$ cat src/rtl/pipeline_hazard_controller_pkg.sv
// Shared types and constants for the pipeline hazard controller.
package pipeline_hazard_controller_pkg;

   localparam int unsigned LEN_REG_ADDRESS = 4;
   localparam logic        ENABLE          = 1'b1;
   localparam int unsigned LEN_HZ_STATE    = 2;

   typedef enum logic [LEN_HZ_STATE-1:0] {
      HZ_STATE_RUN      = 2'd0,
      HZ_STATE_MEM_WAIT = 2'd1,
      HZ_STATE_ERROR    = 2'd2
   } hz_state_e;

   // True when a valid ID-stage source names the given destination register.
   function automatic logic src_match(input logic                       vld,
                                      input logic [LEN_REG_ADDRESS-1:0] src,
                                      input logic [LEN_REG_ADDRESS-1:0] dest);
      return vld && (src == dest);
   endfunction

endpackage

$ cat src/rtl/pipeline_hazard_controller_sat.sv
// Saturating event counter with synchronous clear (clear wins over increment).
module sat_counter #(
   parameter int unsigned W = 16
) (
   input  logic         clk,
   input  logic         rst_n,
   input  logic         clr,
   input  logic         inc,
   output logic [W-1:0] count
);

   logic [W-1:0] count_q, count_d;

   // Next count: clear, else increment unless already at all-ones.
   always_comb begin
      count_d = count_q;
      if (clr) begin
         count_d = '0;
      end else if (inc && (count_q != '1)) begin
         count_d = count_q + 1'b1;
      end
   end

   // Count register.
   always_ff @(posedge clk or negedge rst_n) begin
      if (!rst_n) begin
         count_q <= '0;
      end else begin
         count_q <= count_d;
      end
   end

   assign count = count_q;

endmodule

$ cat src/rtl/pipeline_hazard_controller.sv
// Stall / bubble / flush sequencing beside the ID stage: data-hazard detection,
// SRAM-wait freeze with timeout watchdog, and stall statistics.
module pipeline_hazard_controller
   import pipeline_hazard_controller_pkg::*;
#(
   parameter int unsigned CNT_W       = 16,
   parameter int unsigned MEM_TIMEOUT = 64
) (
   input  logic                       clk,
   input  logic                       rst_n,
   input  logic                       forwarding_enable,
   input  logic [LEN_REG_ADDRESS-1:0] id_src1,
   input  logic [LEN_REG_ADDRESS-1:0] id_src2,
   input  logic                       id_src1_valid,
   input  logic                       id_src2_valid,
   input  logic                       exe_wb_enable,
   input  logic                       exe_mem_read,
   input  logic [LEN_REG_ADDRESS-1:0] exe_reg_dest,
   input  logic                       mem_wb_enable,
   input  logic [LEN_REG_ADDRESS-1:0] mem_reg_dest,
   input  logic                       mem_req,
   input  logic                       mem_ready,
   input  logic                       branch_taken,
   input  logic                       stats_clear,
   output logic                       hazard_stall,
   output logic                       freeze_pipe,
   output logic                       flush,
   output logic                       mem_timeout,
   output logic [CNT_W-1:0]           hazard_cycles,
   output logic [CNT_W-1:0]           mem_wait_cycles
);

   localparam int unsigned       WCNT_W    = $clog2(MEM_TIMEOUT) + 1;
   localparam logic [WCNT_W-1:0] WCNT_LAST = WCNT_W'(MEM_TIMEOUT - 1);

   hz_state_e         state_q, state_d;
   logic [WCNT_W-1:0] wait_cnt_q, wait_cnt_d;
   logic              mem_timeout_q, mem_timeout_d;

   logic hit_exe, hit_mem, raw, mem_busy;

   // RAW detection: with forwarding only load-use stalls, otherwise any pending writer.
   always_comb begin
      hit_exe = src_match(id_src1_valid, id_src1, exe_reg_dest)
              | src_match(id_src2_valid, id_src2, exe_reg_dest);
      hit_mem = src_match(id_src1_valid, id_src1, mem_reg_dest)
              | src_match(id_src2_valid, id_src2, mem_reg_dest);
      if (forwarding_enable == ENABLE) begin
         raw = exe_wb_enable & exe_mem_read & hit_exe;
      end else begin
         raw = (exe_wb_enable & hit_exe) | (mem_wb_enable & hit_mem);
      end
   end

   assign mem_busy = mem_req & ~mem_ready;

   // Memory-wait FSM and watchdog next state.
   always_comb begin
      state_d       = state_q;
      wait_cnt_d    = wait_cnt_q;
      mem_timeout_d = mem_timeout_q;
      case (state_q)
         HZ_STATE_RUN: begin
            if (mem_busy) begin
               state_d    = HZ_STATE_MEM_WAIT;
               wait_cnt_d = WCNT_W'(1);
            end
         end
         HZ_STATE_MEM_WAIT: begin
            if (mem_ready) begin
               state_d    = HZ_STATE_RUN;
               wait_cnt_d = '0;
            end else if (wait_cnt_q == WCNT_LAST) begin
               state_d       = HZ_STATE_ERROR;
               mem_timeout_d = 1'b1;
            end else begin
               wait_cnt_d = wait_cnt_q + 1'b1;
            end
         end
         HZ_STATE_ERROR: begin
            state_d = HZ_STATE_ERROR;
         end
         default: begin
            state_d = HZ_STATE_RUN;
         end
      endcase
   end

   // FSM, wait counter and sticky timeout registers.
   always_ff @(posedge clk or negedge rst_n) begin
      if (!rst_n) begin
         state_q       <= HZ_STATE_RUN;
         wait_cnt_q    <= '0;
         mem_timeout_q <= 1'b0;
      end else begin
         state_q       <= state_d;
         wait_cnt_q    <= wait_cnt_d;
         mem_timeout_q <= mem_timeout_d;
      end
   end

   // Zero-latency control outputs; priority freeze > flush > stall, all forced low in reset.
   always_comb begin
      freeze_pipe  = rst_n & (((state_q != HZ_STATE_ERROR) & mem_busy)
                              | (state_q == HZ_STATE_ERROR));
      flush        = rst_n & branch_taken & ~freeze_pipe;
      hazard_stall = rst_n & raw & ~branch_taken & ~freeze_pipe;
   end

   assign mem_timeout = mem_timeout_q;

   sat_counter #(.W(CNT_W)) u_hazard_cnt (
      .clk   (clk),
      .rst_n (rst_n),
      .clr   (stats_clear),
      .inc   (hazard_stall),
      .count (hazard_cycles)
   );

   sat_counter #(.W(CNT_W)) u_mem_wait_cnt (
      .clk   (clk),
      .rst_n (rst_n),
      .clr   (stats_clear),
      .inc   (freeze_pipe),
      .count (mem_wait_cycles)
   );

endmodule
$ cat config.mk
export PLATFORM = sky130hd
export DESIGN_NAME = pipeline_hazard_controller
export DESIGN_NICKNAME = d
export VERILOG_FILES = /design/src/rtl/pipeline_hazard_controller_pkg.sv /design/src/rtl/pipeline_hazard_controller_sat.sv /design/src/rtl/pipeline_hazard_controller.sv
export SDC_FILE = /design/constraint.sdc
export NUM_CORES = 1
export LEC_CHECK = 0
export ABC_AREA = 1
export CAP_MARGIN = 5
export CORE_ASPECT_RATIO = 0.75
export CORE_MARGIN = 1.5
export CORE_UTILIZATION = 40
export CTS_CLUSTER_DIAMETER = 40
export DETAILED_ROUTE_END_ITERATION = 6
export GPL_TIMING_DRIVEN = 1
export PLACE_DENSITY = 0.62
export SYNTH_ARGS = -nofsm -noshare
export SYNTH_HDL_FRONTEND = slang
export SYNTH_HIERARCHICAL = 1
export SYNTH_SLANG_ARGS = --single-unit
$ cat constraint.sdc
create_clock -name clk -period 2 [get_ports clk]
set_clock_uncertainty 0.2 [all_clocks]
set_input_delay 0.2 -clock clk [delete_from_list [all_inputs] [get_ports clk]]
set_output_delay 0.2 -clock clk [all_outputs]
set_load 0.02 [all_outputs]
* Word level (Yosys, flattened, before mapping) *
Cells that the tools add are included.

storage, ports and cells
  input bits = 28
  flip-flop bits (word level) = 42
  logic and storage cells = 66
  output and inout port bits = 36

cells by class
  add/subtract/negate cells = 3
  bitwise logic cells = 19
  equality and inequality tests = 13
  reductions and logical operators = 13
  mux-type cells = 13

operator list
  kind                                                                   number
  16-bit two-way mux                                                     4
  16-bit by 1-bit adder with 16-bit output, second input constant        2
  16-bit inequality test, second input constant                          2
  7-bit two-way mux                                                      3
  4-bit equality test                                                    4
  7-bit case mux with 2 select lines                                     1
  1-bit bitwise AND                                                      12
  7-bit by 1-bit adder with 7-bit output, second input constant          1
  7-bit by 6-bit equality test with 1-bit output, second input constant  1
  1-bit logical AND                                                      6
  2-bit two-way mux                                                      3
  3-bit inequality test, second input constant                           2
  2-bit case mux with 3 select lines                                     1
  3-bit AND reduction                                                    2
  2-bit nonzero test                                                     3
  2-bit inequality test, second input constant                           2
  1-bit OR                                                               4
  1-bit inverter                                                         3
  2-bit by 1-bit equality test with 1-bit output, second input constant  1
  2-bit equality test, second input constant                             1
  2-bit logical NOT                                                      1
  2-bit AND reduction                                                    1
  1-bit two-way mux                                                      1

* Longest topological paths before layout *
  depth in word-level cells = 12
  gate-level depth with buffers = 14
  depth with buffers taken out = 13

* By module *
The synthesis kept the hierarchy.

modules (own cells, without submodules)
  module                      cells each  times used  area each (µm²)
  sat_counter                 144         2           1037.2
  pipeline_hazard_controller  150         1           904.6

* Least setup slack after synthesis *
No wires, ideal clock.

  path kind = register to register
  from = register state_q[1]
  to = register u_hazard_cnt.count_q[2] (netlist: u_hazard_cnt/count[2])
  slack = -0.053 ns
  stages on the path, launching flop included = 11
  setup time = 0.066 ns
  arrival time = 1.786 ns
  required time = 1.734 ns
  period minus slack after synthesis = 2.053 ns
  cells stage by stage = dfrtp_1 nand2_1 nand2_1 inv_1 nand3_1 a21oi_1 inv_1 nor2_1 buf_2 nand4_1 nand2_1

between the ends
  word-level cells in the longest chain between the ends = 8
  elaborated cells on any way between the ends = 9
  those cells by class = eq/ne: 2; bitwise: 5; reduce/logical: 2

ends and longest elaborated chain
  item                            line                                  text
  start, declared                 pipeline_hazard_controller.sv:36      hz_state_e state_q, state_d;
  start signal, assigned          pipeline_hazard_controller.sv:96      state_q <= state_d;
  2-bit inequality test           pipeline_hazard_controller.sv:104     freeze_pipe = rst_n & (((state_q != HZ_STATE_ERROR) & mem_busy)
  1-bit bitwise AND               pipeline_hazard_controller.sv:104
  1-bit OR *                      pipeline_hazard_controller.sv:105     | (state_q == HZ_STATE_ERROR));
  1-bit bitwise AND *             pipeline_hazard_controller.sv:104
  1-bit inverter *                pipeline_hazard_controller.sv:107     hazard_stall = rst_n & raw & ~branch_taken & ~freeze_pipe;
  1-bit bitwise AND *             pipeline_hazard_controller.sv:107
  named net hazard_stall          pipeline_hazard_controller.sv:25      output logic hazard_stall,
  1-bit logical AND *             pipeline_hazard_controller_sat.sv:19  end else if (inc && (count_q != '1)) begin
  2-bit nonzero test (no line) *  -
  end signal, assigned            pipeline_hazard_controller_sat.sv:29  count_q <= count_d;
  end, declared                   pipeline_hazard_controller_sat.sv:12  logic [W-1:0] count_q, count_d;

The timed path passes the listed nets; every way through them passes the cells marked *.
A chain may end at the register's enable or synchronous reset.

* Final worst setup path *
  from = input port rst_n
  to = output port flush

between the ends
  word-level cells in the longest chain between the ends = 3
  elaborated cells on any way between the ends = 4
  those cells by class = bitwise: 4

ends and longest elaborated chain
  item                 line                               text
  start, declared      pipeline_hazard_controller.sv:10   input logic rst_n,
  1-bit bitwise AND    pipeline_hazard_controller.sv:104
  1-bit inverter       pipeline_hazard_controller.sv:106  flush = rst_n & branch_taken & ~freeze_pipe;
  1-bit bitwise AND *  pipeline_hazard_controller.sv:106
  end, declared        pipeline_hazard_controller.sv:27   output logic flush,

Mark *: on every way between the ends. The rest lies on a longest branch, timed or not.

==> results.json <==
{
  "drtIter0Drc": 138,
  "first_pass_iters": 4,
  "r2r_slack_ns": 0.12,
  "yosys_warnings": 6,
  "clock-sinks": 42,
  "period_needed_ns": 1.918,
  "routabilityCongestion": 0.8235,
  "setup_violations": 0,
  "fin_area_um2": 3973,
  "synth_compound_area_share_pct": 6.888,
  "preCtsSetupSlack_ns": -0.3800,
  "crit_chain": "dlygate4sd3_1 -> buf_2 -> inv_1 -> nor3_1 -> clkbuf_2",
  "cp_top_family": "buffers and inverters",
  "grt_pass1_vias": 2781,
  "syn_avg_cell_area_um2": 6.802,
  "drtAntennaViolNets": 0,
  "cts_made_buffers": 5,
  "finalMaxSlewViolations": 0,
  "instances_no_fill": 624,
  "critPathBufInv": 4,
  "finalPower_mw": 1.860,
  "nets": 553,
  "post_dp_cell_area_um2": 3805,
  "io_buffers": 63,
  "status": "finished, final reports clean",
  "cts_root_buf": "clkbuf_8",
  "period_share_pct": 95.90,
  "max_clock_freq_ghz": 0.5214,
  "cp.depth": 5,
  "yosys.area_share.simple_pct": 42.97,
  "syn-num-nets": 469,
  "synth-edff-count": 0,
  "multi_input_area_um2": 1667,
  "syn_to_final_growth_pct": 33.35,
  "cts_tree": "done",
  "p_leak_nw": 2.020,
  "r2r_cells": 12,
  "die_w_um": 102.7,
  "synthAdderAreaFrac_pct": 1.260,
  "clk_pin_slew_ns": 0.09,
  "syn_inst": 438,
  "cp_max_fo": 4,
  "yosys_most_used_dff": "dfrtp_1",
  "drive_gt1_share_pct": 13.00,
  "crit_path_top_delay_cell": "dlygate4sd3_1",
  "fillers": 718,
  "rr_startpoint": "state_q[0]",
  "worstPathArrival_ns": 1.52,
  "crit_start": "rst_n",
  "async_flop_share_pct": 100.0,
  "critPathCapture": "flush",
  "grt_first_pass_wirelength_um": 12940,
  "final-seq-area_um2": 1051,
  "end_kind": "output pin",
  "core_area_um2": 7263,
  "ir_drop_v": 0.0002669,
  "netlist_area_um2": 2979,
  "drt-vias-per-instance": 4.819,
  "grt_use_total_pct": 20.62,
  "timing.final.ws_setup_ns": 0.08196,
  "hold_path.class": "in2async",
  "insertion_delay_ns": 0.30,
  "num_io_pins": 64,
  "cp.required_ns": 1.60,
  "htreeDepth": 2,
  "num_rows": 27,
  "die_area_um2": 7980,
  "synth-xor-area-share_pct": 4.116,
  "power_density_nw_per_um2": 468.3,
  "drcViolationCount": 0,
  "diodes": 0,
  "crit_type": "in2out",
  "synth.area.mux_share_pct": 0,
  "start_util_pct": 41.02,
  "clock_path_buffers": 2,
  "antenna_found_initial": 0,
  "worst_pin_slew_ns": 0.4175,
  "synth_top_family_by_area": "simple AND/OR/NAND/NOR gates",
  "dpl.cell_count": 613,
  "ys_ff_latch": 42,
  "finalHoldViolCount": 0,
  "regToRegEndpoint": "u_mem_wait_cnt/count[10]",
  "grt_start_max_net_pins": 29,
  "timing.hold.ws_ns": 0.2466,
  "crit_path_start_kind": "input port",
  "slowest_delay_ns": 0.52,
  "final_common_cell": "nand2_1",
  "die_y_um": 77.74,
  "relSlewSlack_pct": 72.06,
  "maxCapViolCount": 0,
  "overflow": 0,
  "routedWlPerCell_um": 12.56,
  "yosysSeqAreaShare_pct": 35.28,
  "route.vias.total": 3007,
  "hpwl_um": 5871,
  "ys_types": 30,
  "wl_um": 7837,
  "final_cell_mix": "159 x nand2_1, 50 x inv_1, 47 x clkdlybuf4s50_1"
}
-- worst min-delay path by stage --
stage / startpoint / end / cells after the start
after floorplan: rst_n / mem_timeout / 0
after global placement: rst_n / u_hazard_cnt/count[4] / 2
after detailed placement: rst_n / u_hazard_cnt/count[7] / 2
after CTS: rst_n / u_hazard_cnt/count[15] / 3
after global routing: rst_n / u_hazard_cnt/count[15] / 3
final: rst_n / u_hazard_cnt/count[4] / 3
-- sequential cells by signal, summed over array words and instances (netlist names) --
register	cells
mem_timeout	1
u_hazard_cnt/count	16
u_mem_wait_cnt/count	16
wait_cnt_q	7
state_q	2
-- synthesized netlist by cell type, types with 3 or more instances --
cell / count / share of area (%)
nand2_4: 5 / 1.9
o21bai_1: 4 / 1.0
inv_4: 3 / 0.63
nor2_1: 45 / 5.7
or2_2: 3 / 0.63
xor2_1: 6 / 1.8
ha_1: 3 / 1.3
nand3_1: 32 / 5.4
nand4_1: 22 / 4.6
inv_1: 51 / 6.4
dfrtp_1: 42 / 35
nand2_1: 159 / 20
nor3_1: 3 / 0.50
nand2_2: 5 / 1.0
xnor2_1: 8 / 2.4
o21ai_0: 17 / 2.9
inv_2: 4 / 0.50
nor2_4: 4 / 1.5
a21oi_1: 5 / 0.84
-- logic make-up after synthesis --
logic type               Yosys count
AO/OA/AOI/OAI                     32
XOR/XNOR                          14
buffers and inverters             64
AND/OR/NAND/NOR                  283
adder cells (fa/ha/maj)            3
flip-flops                        42
-- worst register-to-register path, cell delays in order, from the launching register on --
cell	delay (ns)
dfrtp_1	0.40
inv_1	0.08
nand2_1	0.07
nand2_1	0.09
inv_1	0.05
buf_4	0.13
nor2_4	0.10
buf_4	0.13
inv_1	0.06
nor2_4	0.13
buf_2	0.20
nand4_1	0.11
nand2_1	0.08
-- layout make-up --
cell class,instances,area share (%)
Clock buffer,6,2.079
Clock inverter,2,0.3150
Inverter,58,5.669
Multi-Input combinational cell,332,41.95
Sequential cell,42,26.46
Tap cell,101,3.181
Timing Repair Buffer,83,20.35
-- layer usage --
| metal | part of all wire (%) | GRT usage, % |
|---|---|---|
| met4 | 1.1 | 5.890 |
| met2 | 42 | 30.00 |
| met1 | 53 | 31.07 |
| met3 | 4.1 | 3.514 |
| met5 | 0 | 0 |
-- through the flow --
stage                 TNS, ns  util (%)
floorplan                   0         -
global placement       -7.154     52.39
detailed placement     -7.397     52.39
CTS                         0     53.76
global route        -0.008995     54.69
finish                      0     54.69
-- where the power goes --
part	switching [mW]	internal (mW)	leakage (nW)	total, mW
logic	0.210	0.146	1.40	0.356
registers	0.0300	0.873	0.577	0.903
clock network	0.322	0.278	0.0472	0.601
total	0.562	1.30	2.02	1.86
-- timing repair --
item                                    in CTS  in global routing
buffers inserted                             0                  1
resized for setup                            8                 24
cloned                                       0                  1
hold buffers                                 1                  0
endpoints found under the setup margin       3                 32
hold endpoints to repair                    42                  0
pin swaps                                    0                  6
(Power assumes the default switching activity.)
